--- src/rtl/dds_mod_pkg.sv ---
// Shared encodings and defaults for the modulated DDS source and its bit source.
package dds_mod_pkg;

   localparam int ACC_W_DEF = 32;
   localparam int OUT_W_DEF = 12;

   typedef enum logic [1:0] {
      MOD_NONE = 2'b00,
      MOD_ASK  = 2'b01,
      MOD_FSK  = 2'b10,
      MOD_BPSK = 2'b11
   } mod_e;

   typedef enum logic [1:0] {
      WAVE_SAW  = 2'b00,
      WAVE_TRI  = 2'b01,
      WAVE_SQR  = 2'b10,
      WAVE_SAW2 = 2'b11
   } wave_e;

   // x^5 + x^3 + 1 style feedback: new bit = lfsr[4] ^ lfsr[2], period 31
   localparam int LFSR_W     = 5;
   localparam int LFSR_TAP_A = 4;
   localparam int LFSR_TAP_B = 2;

endpackage

--- src/rtl/dds_bit_src.sv ---
// Modulating-bit source: bit-period timer plus 5-bit LFSR, or an external bit
// latched on each strobe when MOD_EXT_BIT_EN is defined.
module dds_bit_src
   import dds_mod_pkg::*;
#(
   parameter int                BIT_PERIOD = 50000,
   parameter logic [LFSR_W-1:0] LFSR_SEED  = 5'h01
) (
   input  logic clk,
   input  logic rst_n,
   input  logic en,
`ifdef MOD_EXT_BIT_EN
   input  logic ext_bit,
`endif
   output logic mod_bit,
   output logic bit_strobe
);

   localparam int              CNT_W    = $clog2(BIT_PERIOD);
   localparam logic [CNT_W-1:0] CNT_LAST = CNT_W'(BIT_PERIOD - 1);

   logic [CNT_W-1:0] cnt;

   assign bit_strobe = en && (cnt == CNT_LAST);

   always_ff @(posedge clk or negedge rst_n) begin
      if (!rst_n) begin
         cnt <= '0;
      end else if (en) begin
         cnt <= bit_strobe ? '0 : cnt + CNT_W'(1);
      end
   end

`ifdef MOD_EXT_BIT_EN
   always_ff @(posedge clk or negedge rst_n) begin
      if (!rst_n) begin
         mod_bit <= 1'b0;
      end else if (bit_strobe) begin
         mod_bit <= ext_bit;
      end
   end
`else
   // a zero seed would lock the LFSR, so it is replaced by 1
   localparam logic [LFSR_W-1:0] SEED = (LFSR_SEED == '0) ? LFSR_W'(1) : LFSR_SEED;

   logic [LFSR_W-1:0] lfsr;

   always_ff @(posedge clk or negedge rst_n) begin
      if (!rst_n) begin
         lfsr <= SEED;
      end else if (bit_strobe) begin
         lfsr <= {lfsr[LFSR_W-2:0], lfsr[LFSR_TAP_A] ^ lfsr[LFSR_TAP_B]};
      end
   end

   assign mod_bit = lfsr[LFSR_W-1];
`endif

endmodule

--- src/rtl/dds_mod_gen.sv ---
// Fast-clock DDS with ASK/FSK/BPSK on saw/triangle/square waveforms.
// Define MOD_EXT_BIT_EN to take the modulating bit from the ext_bit port.
module dds_mod_gen
   import dds_mod_pkg::*;
#(
   parameter int          ACC_W      = ACC_W_DEF,
   parameter int          OUT_W      = OUT_W_DEF,
   parameter int          BIT_PERIOD = 50000,
   parameter logic [4:0]  LFSR_SEED  = 5'h01
) (
   input  logic             clk,
   input  logic             rst_n,
   input  logic             en,
   input  logic [1:0]       mod_sel,
   input  logic [1:0]       wave_sel,
   input  logic [ACC_W-1:0] tw0,
   input  logic [ACC_W-1:0] tw1,
`ifdef MOD_EXT_BIT_EN
   input  logic             ext_bit,
`endif
   output logic [OUT_W-1:0] phase_out,
   output logic [OUT_W-1:0] sample_out,
   output logic             mod_bit,
   output logic             bit_strobe
);

   localparam logic [OUT_W-1:0] HALF_TURN = {1'b1, {(OUT_W-1){1'b0}}};

   logic [ACC_W-1:0] acc_p0;
   logic [ACC_W-1:0] tw;
   logic [OUT_W-1:0] p;
   logic [OUT_W-1:0] pm;
   logic [OUT_W-1:0] sample;

   function automatic logic [OUT_W-1:0] shape(input logic [1:0] sel, input logic [OUT_W-1:0] ph);
      logic [OUT_W-1:0] dbl;
      dbl = {ph[OUT_W-2:0], 1'b0};
      case (wave_e'(sel))
         WAVE_TRI: shape = ph[OUT_W-1] ? ~dbl : dbl;
         WAVE_SQR: shape = {OUT_W{ph[OUT_W-1]}};
         default:  shape = ph;
      endcase
   endfunction

   dds_bit_src #(
      .BIT_PERIOD (BIT_PERIOD),
      .LFSR_SEED  (LFSR_SEED)
   ) u_bit_src (
      .clk        (clk),
      .rst_n      (rst_n),
      .en         (en),
`ifdef MOD_EXT_BIT_EN
      .ext_bit    (ext_bit),
`endif
      .mod_bit    (mod_bit),
      .bit_strobe (bit_strobe)
   );

   always_comb begin
      tw = tw0;
      if (mod_sel == MOD_FSK && mod_bit) tw = tw1;
   end

   // stage p0: phase accumulator
   always_ff @(posedge clk or negedge rst_n) begin
      if (!rst_n) begin
         acc_p0 <= '0;
      end else if (en) begin
         acc_p0 <= acc_p0 + tw;
      end
   end

   assign p  = acc_p0[ACC_W-1 -: OUT_W];
   assign pm = (mod_sel == MOD_BPSK && mod_bit) ? p + HALF_TURN : p;

   always_comb begin
      sample = shape(wave_sel, pm);
      if (mod_sel == MOD_ASK && !mod_bit) sample = '0;
   end

   // stage p1: registered phase and sample
   always_ff @(posedge clk or negedge rst_n) begin
      if (!rst_n) begin
         phase_out  <= '0;
         sample_out <= '0;
      end else if (en) begin
         phase_out  <= pm;
         sample_out <= sample;
      end
   end

endmodule

--- config.mk ---
export PLATFORM = sky130hd
export DESIGN_NAME = dds_mod_gen
export DESIGN_NICKNAME = d
export VERILOG_FILES = /design/src/rtl/dds_mod_pkg.sv /design/src/rtl/dds_bit_src.sv /design/src/rtl/dds_mod_gen.sv
export SDC_FILE = /design/constraint.sdc
export NUM_CORES = 1
export LEC_CHECK = 0
export CAP_MARGIN = 25
export CORE_MARGIN = 2
export CORE_UTILIZATION = 35
export DETAILED_ROUTE_END_ITERATION = 8
export SLEW_MARGIN = 20
export SYNTH_ARGS = -nofsm -noshare
export SYNTH_HDL_FRONTEND = slang
export SYNTH_HIERARCHICAL = 1
export SYNTH_SLANG_ARGS = --single-unit
--- constraint.sdc ---
create_clock -name clk -period 8.9 [get_ports clk]
set_input_delay 0.89 -clock clk [delete_from_list [all_inputs] [get_ports clk]]
set_output_delay 0.89 -clock clk [all_outputs]
set_load 0.005 [all_outputs]
# [After elaboration in Yosys (flattened, before gate mapping)]
# Index checks and enable logic that the tools add are counted.
[totals] out_inout_bits=26 elab_cells=27 register_bits=77 inputBits=71
[classes] n_mux=6 addsub=3 n_reduce_logical=5 eq_ne=6 bitwise=2
[op_table] op="$mux 12" count=3
[op_table] op="$add 32x32->32" count=1
[op_table] op="$mux 32" count=1
[op_table] op="$pmux 12 s2" count=1
[op_table] op="$add 16x1->16 const B" count=1
[op_table] op="$eq 16x16->1 const B" count=1
[op_table] op="$mux 16" count=1
[op_table] op="$add 12x12->12 const B" count=1
[op_table] op="$not 12->12" count=1
[op_table] op="$eq 2x2->1 const B" count=3
[op_table] op="$eq 2x1->1 const B" count=2
[op_table] op="$logic_and 1x1->1" count=4
[op_table] op="$logic_not 1->1" count=1
[op_table] op="$xor 1x1->1" count=1

# [Depth between registers and ports, before layout]
[depth] word_depth=7 ltp_mapped=14 mapped_depth_nobuf=13

# [Hierarchy]
# The synthesis kept the hierarchy.
[modules_own_cells] module="dds_mod_gen" cells_each=452 area_each_um2=4434.3 n_inst=1
[modules_own_cells] module="dds_bit_src" cells_each=89 area_each_um2=1002.2 n_inst=1

# [Worst setup path before layout]
# Ideal clock, no wire load.
[synth_timing] kind="input -> register" start="input mod_sel[0]" end="register acc_p0[30]" t_arrival_ns=3.807 setup_slack_ns=4.961 setup_ns=0.132 required_ns=8.768 n_path_buf=1 cell_stages=14 cell_sequence="nand3b_1 clkbuf_1 mux2_2 ha_1 inv_1 fa_1 nor2b_4 o31a_1 o2111ai_2 a21oi_2 o41a_1 o21bai_4 nor3_1 or3b_1"
[synth_via] elab_chain_cells=4
[synth_lines] item="start, declared" line="dds_mod_gen.sv:14" source="input logic [1:0] mod_sel,"
[synth_lines] item="$eq 2x2->1" line="dds_mod_gen.sv:61" source="if (mod_sel == MOD_FSK && mod_bit) tw = tw1;"
[synth_lines] item="$logic_and 1x1->1" line="dds_mod_gen.sv:61"
[synth_lines] item="$mux 32" line="dds_mod_gen.sv:61"
[synth_lines] item="$add 32x32->32" line="dds_mod_gen.sv:69" source="acc_p0 <= acc_p0 + tw;"
[synth_lines] item="end signal, assigned" line="dds_mod_gen.sv:69"
[synth_lines] item="end, declared" line="dds_mod_gen.sv:29" source="logic [ACC_W-1:0] acc_p0;"
# Every way passes these cells.
# A chain may end at the register's enable or synchronous reset.

# [Worst setup path after layout]
# Same ends and word-level chain as after synthesis.

==> summary.txt <==
Final layout
  • Layout cell share with drive strength beyond 1: 16.6%
  • Core Util, Final: 45.1%
  • Most frequent cells in the layout: clkdlybuf4s50_1 (94), dfrtp_1 (76), mux2_2 (63)
  • Nets: 741
  • Synth-to-Final Area Change: 26.1%
  • Most common cell after layout, fill and taps aside: clkdlybuf4s50_1
  • Antenna diodes: 0
  • Design area: 6860 sq um

Global routing
  • Remaining Overflow, GRT: 0
  • First-pass GRT wire length: 21600 um
  • GRT Total Usage: 16.4%
  • Initial antenna violation count: 0
  • Largest net degree at the start of global routing: 78
  • Vias in the first global route: roughly 4500

Timing
  • Setup Skew: 0.00957 ns
  • RSZ-0062 raised after global routing: false
  • Worst rel slew slack: 45.2%
  • Post-layout min period: 4.35 ns
  • Final WS setup: 4.55 ns
  • Crit share post-route: 48.9%
  • Final Hold Fails: 0
  • Fin Setup TNS: 0 ns
  • Max Clock Freq: about 230 MHz
  • Measured slew at the worst slew-check pin: 0.821 ns
  • Max-slew violation count: 0
  • Final Setup Violations: 0

Yosys
  • Ys async rst share: 100%
  • Number of enable flip-flop cells after synthesis: 0
  • Cell area after synthesis: about 5400 sq um
  • Syn_nets: 650
  • Post-synth top flop: dfrtp_1
  • Unique masters post-synth: 72
  • Post-synthesis sequential area ratio: between 30% and 40%
  • Syn Inst Count: 541
  • Yosys reg bits: 77
  • Yosys top cell area share: 35.0%
  • Synth warn: 6
  • Post-Syn Area per Cell: 10.0 sq um
  • Largest area contributor in the netlist: dfrtp_1
  • Synth top area cells: dfrtp_1 (35%), mux2_2 (13%), ha_1 (8.5%)

Pwr
  • PD cells: 292 nW/um^2
  • Leak: 2.90 nW
  • VDD IR-drop max: 128 uV
  • Total power: 2.00 mW

Setup path
  • Crit end category: flop
  • Setup crit start kind: input pin
  • Crit Path Class: in -> reg
  • Crit path max fanout: 32
  • Arr. time, crit path: 4.58 ns
  • Crit Reg-Reg Startpoint: u_bit_src/lfsr[4]$_DFFE_PN0P_
  • Flop2flop setup slack: between 5 and 6 ns
  • CP Data Required Time: 9.12 ns
  • CP startpoint: mod_sel[0]

Clock network
  • Setup bufs post-CTS: 0
  • Hold Buf Count CTS: 0
  • H-tree depth: 3
  • CTS tree: yes
  • Resized Gates After CTS: 0
  • Clock transition at path regs: 0.07 ns
  • CTS Buf Count: 9
  • Sink Count: 77
  • CTS Root Cell: clkbuf_16
  • Skew-Pair Late Insertion Delay: 0.35 ns
  • CTS Buffer Depth: 2

Detailed routing
  • Routed via count: 4397
  • Detailed-route wire length: about 13000 um
  • Via density: 5.33
  • WL/cell: 15.7 um
  • DRT antenna net count: 0
  • TritonRoute pass-1 iters: 4
  • 1st-iter DRT viols: 244
  • DRC: 0

Placement
  • Routability cong.: 0.849
  • HPWL after detailed placement: between 9000 and 10000 um
  • Port bufs: 96
  • DP Area: 6570 sq um
  • Pre-CTS setup slack: roughly 4.2 ns

Floorplanning
  • Initial Util: 35.8%
  • DIE AREA: 16500 sq um
  • Row count: 45
  • Num ports: 97
  • Die Ht: 129 um
  • Core Footprint: ~15000 sq um
  • Die X: 129 um

Outcome
  • Status: finished, final reports clean

Min path
  • HP Start: u_bit_src/cnt[15]$_DFFE_PN0P_
  • HP Class: reg -> reg

Job
  • Max Cap Viol: 0
synth_stat cells, types with 3 or more instances:
| library cell | instances |
|---|---|
| or3_1 | 7 |
| nand2_1 | 32 |
| and3_1 | 4 |
| nor2_1 | 27 |
| and2_1 | 4 |
| o2bb2ai_1 | 3 |
| a22o_1 | 3 |
| nor4_1 | 4 |
| a21o_1 | 12 |
| xor2_1 | 14 |
| dfrtp_1 | 76 |
| clkbuf_1 | 13 |
| nand4_1 | 8 |
| nand3_1 | 17 |
| o21ai_1 | 3 |
| o21a_1 | 3 |
| buf_1 | 4 |
| ha_1 | 37 |
| o21ai_0 | 19 |
| mux2i_1 | 3 |
| inv_1 | 24 |
| o32ai_1 | 7 |
| nor2b_1 | 12 |
| nor3_1 | 5 |
| a21oi_1 | 40 |
| a31oi_1 | 6 |
| nand2b_1 | 7 |
| mux2_2 | 63 |
| xnor2_1 | 32 |
layout make-up:
class | count | area (sq um)
tap | 188 | 235
clock buffer | 9 | 225
timing repair buffer | 99 | 980
sequential | 77 | 1930
inverter | 24 | 90.1
clock inverter | 7 | 58.8
multi-input combinational | 421 | 3340
fill | 1460 | 8350
kinds of logic after synthesis:
family | synth area share (%)
AND/OR/NAND/NOR | 14.0
adder cells (fa/ha/maj) | 8.88
AO/OA/AOI/OAI | 16.6
buffers and inverters | 3.13
flip-flops | 35.5
XOR/XNOR | 7.41
multiplexers | 14.6
power by group:
group | switching, mW | internal, mW | leakage (nW)
sequential | 0.120 | 0.485 | 0.953
combinational | 0.493 | 0.544 | 1.81
clock | 0.165 | 0.193 | 0.138
sequential cells by signal, indices dropped and copies added, names as in the netlist:
signal,count
acc_p0,32
phase_out,12
sample_out,12
u_bit_src/cnt,16
u_bit_src/lfsr,5
critical path, cell delays in order:
cell             delay [ns]
clkdlybuf4s50_1        0.49
nand3b_1               0.11
buf_4                  0.41
mux2_2                 0.40
ha_1                   0.20
inv_1                  0.07
fa_1                   0.24
nor2b_4                0.05
o31a_1                 0.28
o2111ai_2              0.26
a21oi_2                0.10
o41a_1                 0.41
o21bai_4               0.21
nor3_1                 0.08
or3b_1                 0.34
routing by layer:
metal	vias up	track usage (%)	wire [um]
li1	2167	-	-
met1	2127	20.6	5970
met2	83	28.4	6250
met3	20	2.87	450
met4	0	6.07	267
met5	-	0	0
worst paths after layout:
check / depth (start not counted) / to
max in group asynchronous: 1 / acc_p0[31]$_DFFE_PN0P_
hold / removal: 1 / u_bit_src/cnt[15]$_DFFE_PN0P_
min in group asynchronous: 1 / sample_out[6]$_DFFE_PN0P_
setup reg to reg: 14 / acc_p0[30]$_DFFE_PN0P_
setup / recovery: 15 / acc_p0[30]$_DFFE_PN0P_
hold reg to reg: 1 / u_bit_src/cnt[15]$_DFFE_PN0P_
per-stage QoR:
step / hold WS [ns] / cells
after floorplan: 0.438 / 541
after global placement: 0.461 / 809
after detailed placement: 0.473 / 809
after CTS: 0.483 / 825
after global routing: 0.520 / 825
final: 0.480 / 825
No activity file was read; power rests on OpenSTA's default activity.
